## src/rtl/mux16to1_reg_if.sv

```systemverilog
// -----------------------------------------------------------------------------
// mux16to1_reg_if
//   Bundles the data/select/strobe inputs and the result outputs of
//   mux16to1_reg so the block and its environment share one port object.
//
//   Handshake: in_vld is a valid-only strobe with no ready. A sample is
//   accepted on every rising clk edge where in_vld=1. out_vld is high for
//   exactly the cycle after each accepted sample. There is no backpressure.
//
//   Signals
//     inp       [15:0]  data word; bit i is candidate i
//     sele      [3:0]   select index 0..15
//     in_vld            qualifies inp/sele for capture
//     outp              combinational inp[sele]
//     outp_q            registered inp[sele]
//     out_vld           outp_q holds a freshly captured value
//     sel_oh_q  [15:0]  registered one-hot of sele (only with MUX16TO1_ONEHOT_EN)
//
//   Modports
//     master : drives inp/sele/in_vld, observes results (testbench / upstream)
//     slave  : the mux block itself
//
//   Optional feature macro: MUX16TO1_ONEHOT_EN
// -----------------------------------------------------------------------------
interface mux16to1_reg_if;
    logic [15:0] inp;
    logic [3:0]  sele;
    logic        in_vld;
    logic        outp;
    logic        outp_q;
    logic        out_vld;
`ifdef MUX16TO1_ONEHOT_EN
    logic [15:0] sel_oh_q;
`endif

`ifdef MUX16TO1_ONEHOT_EN
    modport master (
        output inp, sele, in_vld,
        input  outp, outp_q, out_vld, sel_oh_q
    );
    modport slave (
        input  inp, sele, in_vld,
        output outp, outp_q, out_vld, sel_oh_q
    );
`else
    modport master (
        output inp, sele, in_vld,
        input  outp, outp_q, out_vld
    );
    modport slave (
        input  inp, sele, in_vld,
        output outp, outp_q, out_vld
    );
`endif
endinterface

```

## src/rtl/mux16to1_reg.sv

```systemverilog
// -----------------------------------------------------------------------------
// mux16to1_reg
//   Single-bit 16:1 selector. outp is the combinational pick inp[sele];
//   outp_q is the same pick registered on clk when in_vld=1, with out_vld
//   marking the cycle in which outp_q holds a fresh sample.
//
//   Ports
//     clk    in   rising-edge clock
//     rst_n  in   asynchronous active-low reset
//     bus    slave modport of mux16to1_reg_if (inp, sele, in_vld,
//            outp, outp_q, out_vld [, sel_oh_q])
//
//   Parameters
//     RESET_VAL  value loaded into outp_q while rst_n=0
//
//   Optional feature macro: MUX16TO1_ONEHOT_EN
//     When defined, sel_oh_q is a registered one-hot decode of sele that
//     follows the same capture rules as outp_q and resets to 16'h0000.
//     When undefined, no decode logic is built.
//
//   There is no state machine; the only state is outp_q/out_vld (and
//   sel_oh_q when enabled).
// -----------------------------------------------------------------------------
module mux16to1_reg #(
    parameter logic RESET_VAL = 1'b0
) (
    input logic           clk,
    input logic           rst_n,
    mux16to1_reg_if.slave bus
);

    // Variable bit-select: an X/Z on sele or on the chosen bit propagates
    // to outp in simulation, which is the intended visibility.
    assign bus.outp = bus.inp[bus.sele];

    // outp_q holds across idle cycles; out_vld is a one-cycle marker.
    always_ff @(posedge clk or negedge rst_n) begin
        if (!rst_n) begin
            bus.outp_q  <= RESET_VAL;
            bus.out_vld <= 1'b0;
        end else begin
            bus.out_vld <= bus.in_vld;
            if (bus.in_vld) begin
                bus.outp_q <= bus.inp[bus.sele];
            end
        end
    end

`ifdef MUX16TO1_ONEHOT_EN
    always_ff @(posedge clk or negedge rst_n) begin
        if (!rst_n) begin
            bus.sel_oh_q <= 16'h0000;
        end else if (bus.in_vld) begin
            bus.sel_oh_q <= 16'h0001 << bus.sele;
        end
    end
`endif

endmodule

```

## src/flat_wrapper.sv

```systemverilog
// flat-port wrapper written by rule: the top's interface ports become plain ports
module mux16to1_reg_flat 
#(
    parameter logic RESET_VAL = 1'b0
)
  (clk, rst_n, bus_inp, bus_sele, bus_in_vld, bus_outp, bus_outp_q, bus_out_vld);
  mux16to1_reg_if bus_i ();
  input logic clk;
  input logic rst_n;
  input wire logic [$bits(bus_i.inp)-1:0] bus_inp;
  input wire logic [$bits(bus_i.sele)-1:0] bus_sele;
  input wire logic [$bits(bus_i.in_vld)-1:0] bus_in_vld;
  output wire logic [$bits(bus_i.outp)-1:0] bus_outp;
  output wire logic [$bits(bus_i.outp_q)-1:0] bus_outp_q;
  output wire logic [$bits(bus_i.out_vld)-1:0] bus_out_vld;
  assign bus_i.inp = bus_inp;
  assign bus_i.sele = bus_sele;
  assign bus_i.in_vld = bus_in_vld;
  assign bus_outp = bus_i.outp;
  assign bus_outp_q = bus_i.outp_q;
  assign bus_out_vld = bus_i.out_vld;
  mux16to1_reg #(.RESET_VAL(RESET_VAL)) u_core (.clk(clk), .rst_n(rst_n), .bus(bus_i));
endmodule
```

## config.mk

```make
export PLATFORM = sky130hd
export DESIGN_NAME = mux16to1_reg_flat
export DESIGN_NICKNAME = d
export VERILOG_FILES = /design/src/rtl/mux16to1_reg_if.sv /design/src/rtl/mux16to1_reg.sv /design/src/flat_wrapper.sv
export SDC_FILE = /design/constraint.sdc
export NUM_CORES = 1
export LEC_CHECK = 0
export ABC_AREA = 1
export BUFFER_PORTS_ARGS = -buffer_cell sky130_fd_sc_hd__clkbuf_2
export CORE_AREA = 2 2 39 41
export DETAILED_ROUTE_END_ITERATION = 12
export DIE_AREA = 0 0 41 43
export GPL_ROUTABILITY_DRIVEN = 0
export PLACE_DENSITY = 0.54
export SETUP_SLACK_MARGIN = 0.05
export SKIP_CTS_REPAIR_TIMING = 1
export SLEW_MARGIN = 20
export SYNTH_ARGS = -nofsm -noshare
export SYNTH_HDL_FRONTEND = slang
export SYNTH_SLANG_ARGS = --single-unit
```

## constraint.sdc

```tcl
create_clock -name clk -period 0.95 [get_ports clk]
set_input_delay 0.19 -clock clk [delete_from_list [all_inputs] [get_ports clk]]
set_output_delay 0.19 -clock clk [all_outputs]
set_load 0.02 [all_outputs]
```

==> results of run 1 <==
==> power by group <==
part	switching [mW]	leakage, nW	internal [mW]
registers	0.00466	0.0240	0.0938
logic	0.118	0.348	0.132
clock network	0.0469	0.0138	0.139
total	0.170	0.386	0.365
==> registers in the layout, summed over array words and instances (netlist names) <==
name                flops
u_core.bus.outp_q       1
u_core.bus.out_vld      1
==> cells by family after synthesis <==
logic type	Yosys count	share of synthesized area
and+or+nand+nor	36	0.579
buffers and inverters	18	0.262
DFF	2	0.159
==> per-layer routing <==
layer	share of wire	wire (µm)	GRT usage
met2	0.50	458	0.203
met3	0.093	84	0.0209
met1	0.37	338	0.111
met5	0	0	0
met4	0.030	27	0.0600
==> how the worst max path moves through the flow <==
stage                     depth (start not counted)       end  slack (ps)         from
final                                             8  bus_outp        -100  bus_sele[0]
after global routing                              8  bus_outp        -160  bus_sele[0]
after CTS                                         9  bus_outp        -310  bus_sele[0]
after detailed placement                          9  bus_outp        -300  bus_sele[0]
after global placement                            9  bus_outp        -270  bus_sele[0]
after floorplan                                   8  bus_outp          30  bus_sele[0]
==> through the flow <==
step | TNS [ps] | setup slack, ps
floorplan | 0 | 28.9
global placement | -500 | -272
detailed placement | -555 | -303
CTS | -326 | -307
global route | -162 | -162
finish | -105 | -105
==> cell type report <==
class	count	area [µm²]
Clock buffer	3	22.5
Fill cell	144	769
Inverter	17	78.8
Multi-Input combinational cell	36	228
Sequential cell	2	50.0
Tap cell	16	20.0
Timing Repair Buffer	29	215
==> cells in the final DEF (no fill, tap or decap), drive strengths merged <==
master | synthesis | final
clkbuf | 0 | 24
nand2 | 24 | 24
inv | 17 | 16
nand3 | 12 | 12
buf | 1 | 7
dfrtp | 2 | 2
clkinv | 0 | 1
dlygate4sd3 | 0 | 1
==> summary.txt, run 1 <==
Logic synthesis
  – Mapped Area: between 300 and 400 µm²
  – Seq cells post-synth: 2
  – YS warnings: 0
  – Post-synth top area share: 0.250
  – Register area share after synthesis: 0.159
  – Commonest cells post-synth: 21 x nand2_1, 16 x inv_1, 7 x nand3_1, 5 x nand3_2, 3 x nand2_2
  – Number of synthesized flops with an enable pin: 0
  – Top_reg_cell synth: dfrtp_1
  – Top cells by area, synth: nand2_1 25%, inv_1 19%, dfrtp_1 16%
  – Count leader, synth: nand2_1
  – Avg Cell Area, Syn: 5.63 µm²
  – Share of async-settable or async-resettable flops after synthesis: 1.00
  – Post-synthesis cell count: 56
  – Syn nets: about 80
  – Post-synth top area cell: nand2_1
  – Synth cell types: 8

Final layout
  – Non-Filler Cell Area, Final: slightly above 600 µm²
  – Nets: 112
  – Ant diodes: 0
  – Layout cell share with drive strength beyond 1: 0.575
  – Non-filler cells, final: about 100
  – Area Overhead vs Synth: 94.8%
  – Core Util, Final: 0.444

Clock network
  – Worst skew pair latency: roughly 220 ps
  – CTS tree: built
  – Clk buf depth: 2
  – Reg clk slew, reported paths: approximately 30 ps
  – Root Buffer: clkbuf_4
  – Clock buffer count from CTS: 3
  – Clk sinks: 2
  – CTS HTree Levels: 1

Global routing
  – First-pass GRT wire length: 1370 µm
  – Total Routing Usage GR: 0.113
  – Number of antenna violations at the first check in global routing: 0
  – Vias in the first global route: approximately 420
  – Largest net degree at the start of global routing: 10
  – GRT Residual Overflow: 0

Critical path
  – CP Capture Type: output pin
  – Critical path fanouts, max: 8
  – Cell breakdown of the critical path: buf_12 -> clkinv_8 -> nand2_1 -> nand3_2 -> nand3_2 -> nand3_2 -> nand2_4 -> buf_6
  – CP max-delay cell: buf_6
  – FF-to-FF setup slack: ~350 ps
  – Buf+Inv Stages, Crit Path: 3
  – CP dominant cell by count: nand3_2
  – CP Launch Type: input pin
  – Reg2reg end: u_core.bus.outp_q
  – Crit path required time: around 760 ps
  – Worst reg-to-reg path cell count: 2
  – Crit Reg-Reg Startpoint: u_core.bus.outp_q
  – CP top delay family: simple AND/OR/NAND/NOR gates
  – Critical path type: in -> out
  – Max stage delay on crit path: roughly 110 ps
  – Crit path DAT: roughly 860 ps

Route
  – Vias/cell: between 4 and 5
  – Routed wire length: between 900 and 1000 µm
  – Vias: 418
  – Drt drc: 0
  – Iter 0 DRT Violations: 0
  – WL/cell: 8.82 µm
  – First drt pass iteration count: 1
  – Antenna-violating nets left: 0

Place
  – Final HPWL DP: 709 µm
  – Placed inst area: 472 µm²
  – Placed insts: about 100
  – Number of port buffers: 25

STA
  – Minimum clock period: between 1000 and 1500 ps
  – Final setup margin: -105 ps
  – Final Max Slew Viols: 0
  – Slew @ Worst Pin: between 90 and 100 ps
  – Slew HR: 0.936
  – RSZ-0062 raised after global routing: true
  – Hold Vio Cnt, Final: 0
  – Final setup viols: 1
  – Final hold slack: between 100 and 150 ps
  – Clk_skew: 0 ps
  – Fmax: about 0.95 GHz
  – Tcrit/Tclk final: 1.11

Die
  – Die area: 1760 µm²
  – Initial Utilization: 0.228
  – IO Pins: 26
  – Row cnt: 14
  – Die H: between 40 and 50 µm
  – Area of the core: approximately 1400 µm²
  – Die X: between 40 and 50 µm

Hold path
  – Worst min-delay path category: in -> reg
  – Hold Crit Start: bus_in_vld
  – Hold path depth: 1
  – WHS Endpoint: u_core.bus.out_vld

Power
  – Final Power: between 0.5 and 0.6 mW
  – Leak Pwr: 0.386 nW
  – VDD IR max: slightly below 0.3 mV
  – Pwr dens: roughly 870 nW/µm²

Run
  – Max-cap violations: 0

Status
  – Failing checks: negative setup slack
  – Status: finished with violations
No activity file was read; power rests on OpenSTA's default activity.
==> run 2: changes to the inputs <==
CELL_PAD_IN_SITES_DETAIL_PLACEMENT = 1   (was unset)
CELL_PAD_IN_SITES_GLOBAL_PLACEMENT = 2   (was unset)
CORE_AREA = unset   (was 2 2 39 41)
CORE_MARGIN = 1.5   (was unset)
CORE_UTILIZATION = 15   (was unset)
DIE_AREA = unset   (was 0 0 41 43)
PLACE_DENSITY = 0.79   (was 0.54)
==> run 2 against run 1 <==
Net effect:
- the flow still finishes with violations (negative setup slack)
- power down 0.86%
- count of clock-buffer cells in the layout unchanged
- hold slack worse by 3.1 ps
- critical path type unchanged
- largest power group unchanged
==> summary.txt, run 2 (same netlist as run 1, synthesis figures left out) <==
Clock network
  – Worst skew pair latency: 220 ps
  – Clock buffer count from CTS: 3
  – Clk buf depth: 2
  – CTS HTree Levels: 1
  – Reg clk slew, reported paths: around 30 ps
  – CTS tree: built
  – Root Buffer: clkbuf_4
  – Clk sinks: 2

Die
  – Die area: 2390 µm²
  – Initial Utilization: 0.161
  – IO Pins: 26
  – Die X: 48.8 µm
  – Area of the core: slightly below 2000 µm²
  – Row cnt: 16
  – Die H: 48.8 µm

Global routing
  – Largest net degree at the start of global routing: 10
  – First-pass GRT wire length: ~1600 µm
  – Total Routing Usage GR: 0.0860
  – Vias in the first global route: between 300 and 400
  – Number of antenna violations at the first check in global routing: 0
  – GRT Residual Overflow: 0

STA
  – Clk_skew: 0 ps
  – Slew HR: 0.934
  – Final Max Slew Viols: 0
  – Final hold slack: ~110 ps
  – Tcrit/Tclk final: 1.13
  – Final setup margin: -125 ps
  – Minimum clock period: between 1000 and 1500 ps
  – Hold Vio Cnt, Final: 0
  – RSZ-0062 raised after global routing: true
  – Slew @ Worst Pin: 99.4 ps
  – Final setup viols: 1
  – Fmax: approximately 0.93 GHz

Route
  – Vias/cell: approximately 3.7
  – First drt pass iteration count: 3
  – WL/cell: a little over 9 µm
  – Vias: around 420
  – Antenna-violating nets left: 0
  – Routed wire length: around 1100 µm
  – Iter 0 DRT Violations: 2
  – Drt drc: 0

Final layout
  – Nets: 112
  – Area Overhead vs Synth: 94.4%
  – Top flop regs: u_core.bus.out_vld (1), u_core.bus.outp_q (1)
  – Layout cell share with drive strength beyond 1: 0.540
  – Multi-input logic area: approximately 210 µm²
  – Leading cell types in the layout, fill and taps excluded: 20 x clkbuf_2, 19 x nand2_1, 15 x inv_1, 9 x nand3_2
  – Commonest non-fill, non-tap cell in the layout: clkbuf_2
  – FF/Latch Area: around 50 µm²
  – Non-filler cells, final: around 110
  – FILL cells: ~270
  – Ant diodes: 0

Critical path
  – CP Launch Type: input pin
  – Crit path DAT: 880 ps
  – Critical path fanouts, max: 3
  – Crit path required time: approximately 760 ps
  – CP Capture Type: output pin
  – Critical path type: in -> out

Status
  – Failing checks: negative setup slack
  – Status: finished with violations

Place
  – Placed insts: roughly 110
  – Number of port buffers: 25
  – Final HPWL DP: ~800 µm

Run
  – Max-cap violations: 0

Hold path
  – Worst min-delay path category: in -> reg

Power
  – VDD IR max: 0.229 mV
  – Leak Pwr: approximately 0.38 nW
  – Pwr dens: around 860 nW/µm²
  – Final Power: between 0.5 and 0.6 mW
-- run 2: cell counts in the layout (fill, tap and decap cells not counted) --
No cell type changed its count.
-- run 2: stage by stage --
| step | utilization | setup TNS (ps) | setup WS, ps | instance area, µm² |
|---|---|---|---|---|
| after global routing | 0.313 | -180 | -170 | 613 |
| after CTS | 0.255 | -303 | -303 | 500 |
| after detailed placement | 0.244 | -451 | -299 | 478 |
| after global placement | 0.244 | -419 | -288 | 478 |
| after floorplan | - | 0 | 28.9 | 332 |
| final | 0.313 | -125 | -125 | 613 |
-- run 2: final timing paths --
check / startpoint / end / slack (ps) / cells past startpoint
max: bus_sele[1] / bus_outp / -120 / 7
min: bus_in_vld / u_core.bus.out_vld / 110 / 1
max reg2reg: u_core.bus.outp_q / u_core.bus.outp_q / 230 / 3
min reg2reg: u_core.bus.outp_q / u_core.bus.outp_q / 590 / 3
max in group asynchronous: rst_n / u_core.bus.out_vld / 540 / 2
min in group asynchronous: rst_n / u_core.bus.outp_q / 310 / 2
-- run 2: metal layers --
| layer | up-vias | global-route usage | share of wire |
|---|---|---|---|
| li1 | 227 | - | - |
| met3 | 0 | 0.0245 | 0.066 |
| met5 | - | 0 | 0 |
| met1 | 178 | 0.115 | 0.40 |
| met4 | 0 | 0.0571 | 0 |
| met2 | 17 | 0.119 | 0.53 |
-- run 2: critical path: stages --
cell	delay, ps
buf_4	130
buf_6	110
nand3_1	100
nand3_2	80
nand3_2	90
nand2_4	60
buf_6	120
-- run 2: report_power, final --
group / internal, mW / leakage [nW] / switching [mW] / total [mW]
clock network: 0.139 / 0.0138 / 0.0455 / 0.184
registers: 0.0938 / 0.0240 / 0.00512 / 0.0990
logic: 0.130 / 0.341 / 0.117 / 0.247
total: 0.363 / 0.379 / 0.167 / 0.530
-- run 2: layout make-up --
class | instances | area share
timing repair buffer | 29 | 0.351
sequential | 2 | 0.0816
multi-input combinational | 36 | 0.347
tap | 27 | 0.0551
inverter | 17 | 0.129
clock buffer | 3 | 0.0367
==> run 3: changes to the inputs <==
CORE_ASPECT_RATIO = 0.8   (was unset)
GPL_TIMING_DRIVEN = 0   (was unset)
RECOVER_POWER = 100   (was unset)
==> run 3 against run 2 <==
Net effect:
- the flow still finishes with violations (negative setup slack)
- cell area is 6.5% lower
- sequential cell count stayed put
- non-clock buffer count is 1 lower
- sequential power is 2% lower
- critical path type unchanged
- wire length is 2.8% lower
- largest power group unchanged
- utilization is 1.5 points lower
- hold slack better by 18 ps
- power is 3.6% lower
- first-iteration DRC count is 100% lower
- fmax hardly changed
==> summary.txt, run 3 (same netlist as run 1, synthesis figures left out) <==
Final layout
  – FILL cells: 272
  – Core Util, Final: 0.297
  – Leading cell types in the layout, fill and taps excluded: 19 x nand2_1, 18 x clkbuf_2, 15 x inv_1, 7 x nand3_2, 5 x nand3_1
  – Top flop regs: u_core.bus.out_vld (1), u_core.bus.outp_q (1)
  – Multi-input logic area: slightly above 200 µm²
  – Nets: approximately 110
  – Non-Filler Cell Area, Final: between 500 and 600 µm²
  – Non-filler cells, final: 110
  – Ant diodes: 0
  – Area Overhead vs Synth: 81.7%
  – Commonest non-fill, non-tap cell in the layout: nand2_1
  – Layout cell share with drive strength beyond 1: 0.488
  – FF/Latch Area: 50.0 µm²

Route
  – Iter 0 DRT Violations: 0
  – WL/cell: about 9.3 µm
  – Vias: 401
  – Vias/cell: 3.65
  – First drt pass iteration count: 1
  – Antenna-violating nets left: 0
  – Routed wire length: 1020 µm
  – Drt drc: 0

Power
  – Combinational Power Share: 0.450
  – Power Internal: about 0.35 mW
  – VDD IR max: 0.310 mV
  – Sequential share of power: 0.190
  – Leak Pwr: 0.360 nW
  – Switching power: between 0.15 and 0.2 mW
  – Switching part of the total: 0.316
  – Pwr dens: slightly below 900 nW/µm²
  – Clock power frac: 0.360

STA
  – Tcrit/Tclk final: 1.13
  – Final Max Slew Viols: 0
  – Slew @ Worst Pin: roughly 120 ps
  – Clk_skew: 0 ps
  – Final setup margin: -126 ps
  – Fmax: 0.930 GHz
  – Final hold slack: around 130 ps
  – RSZ-0062 raised after global routing: true
  – Final setup TNS: -126 ps
  – Final setup viols: 1
  – Slew HR: 0.917
  – Minimum clock period: ~1100 ps
  – Hold Vio Cnt, Final: 0

Clock network
  – Reg clk slew, reported paths: around 30 ps
  – CTS HTree Levels: 1
  – Clk sinks: 2
  – Clock buffer count from CTS: 3
  – Worst skew pair latency: between 200 and 250 ps
  – Clk buf depth: 2
  – Root Buffer: clkbuf_4
  – CTS tree: built

Status
  – Status: finished with violations
  – Failing checks: negative setup slack

Place
  – Placed insts: about 100
  – Number of port buffers: 24
  – Placed inst area: ~480 µm²
  – Final HPWL DP: around 750 µm

Critical path
  – Max stage delay on crit path: around 140 ps
  – Critical path fanouts, max: 5
  – CP max-delay cell: buf_2
  – Crit Reg-Reg Startpoint: u_core.bus.outp_q
  – CP startpoint: bus_sele[1]
  – Buf+Inv Stages, Crit Path: 3
  – Cell breakdown of the critical path: buf_2 -> inv_2 -> nand3_1 -> nand3_2 -> nand3_2 -> nand2_4 -> buf_6
  – CP top delay family: simple AND/OR/NAND/NOR gates
  – Critical path type: in -> out
  – Crit path DAT: between 800 and 900 ps
  – CP Capture Type: output pin
  – Crit path required time: between 700 and 800 ps
  – CP dominant cell by count: nand3_2
  – CP Launch Type: input pin

Die
  – Area of the core: 1930 µm²
  – Initial Utilization: 0.164
  – Die area: approximately 2400 µm²
  – Row cnt: 14
  – Die H: approximately 44 µm
  – IO Pins: 26
  – Die X: about 54 µm

Hold path
  – Hold Crit Start: bus_in_vld
  – Worst min-delay path category: in -> reg

Global routing
  – Largest net degree at the start of global routing: 10
  – GRT Residual Overflow: 0
  – Total Routing Usage GR: 0.0749
  – Number of antenna violations at the first check in global routing: 0
  – First-pass GRT wire length: 1380 µm
  – Vias in the first global route: between 300 and 400

Run
  – Max-cap violations: 0
[run 3: cell types whose count changed in the layout (fill, tap and decap cells not counted), sizes merged]
cell | previous run | this run
buf | 7 | 6
[run 3: layout make-up]
| type | instances | area share |
|---|---|---|
| multi-input combinational | 36 | 0.354 |
| timing repair buffer | 27 | 0.299 |
| inverter | 17 | 0.133 |
| sequential | 2 | 0.0873 |
| tap | 24 | 0.0524 |
| clock buffer | 3 | 0.0393 |
| buffer | 1 | 0.0349 |
[run 3: worst paths after layout]
| kind | slack, ps | cells after the start | to |
|---|---|---|---|
| setup / recovery | -130 | 7 | bus_outp |
| hold / removal | 130 | 1 | u_core.bus.out_vld |
| setup reg to reg | 220 | 3 | u_core.bus.outp_q |
| hold reg to reg | 590 | 3 | u_core.bus.outp_q |
| max in group asynchronous | 510 | 2 | u_core.bus.out_vld |
| min in group asynchronous | 310 | 2 | u_core.bus.outp_q |
[run 3: worst register-to-register path, stage by stage, from the launching register on]
cell and delay (ps):
dfrtp_1 370, buf_4 140, nand2_1 60, nand2_1 50
[run 3: layer usage]
layer / track usage / routed length, µm / vias to the layer above
met3: 0.0103 / 63 / 0
li1: - / - / 223
met2: 0.128 / 497 / 14
met4: 0.0150 / 0 / 0
met5: 0 / 0 / -
met1: 0.0998 / 462 / 164
[run 3: power by group through the flow]
stage	Combinational, mW	Sequential (mW)	Clock (mW)
CTS	0.193	0.0980	0.182
global route	0.256	0.0976	0.209
global placement	0.188	0.0980	0
floorplan	0.105	0.108	0
detailed placement	0.192	0.0982	0
finish	0.230	0.0973	0.184
[run 3: stage by stage]
stage / power [mW] / setup slack (ps)
after global placement: 0.286 / -206
after CTS: 0.473 / -218
after detailed placement: 0.290 / -218
final: 0.511 / -126
after global routing: 0.562 / -186
after floorplan: 0.213 / 28.9
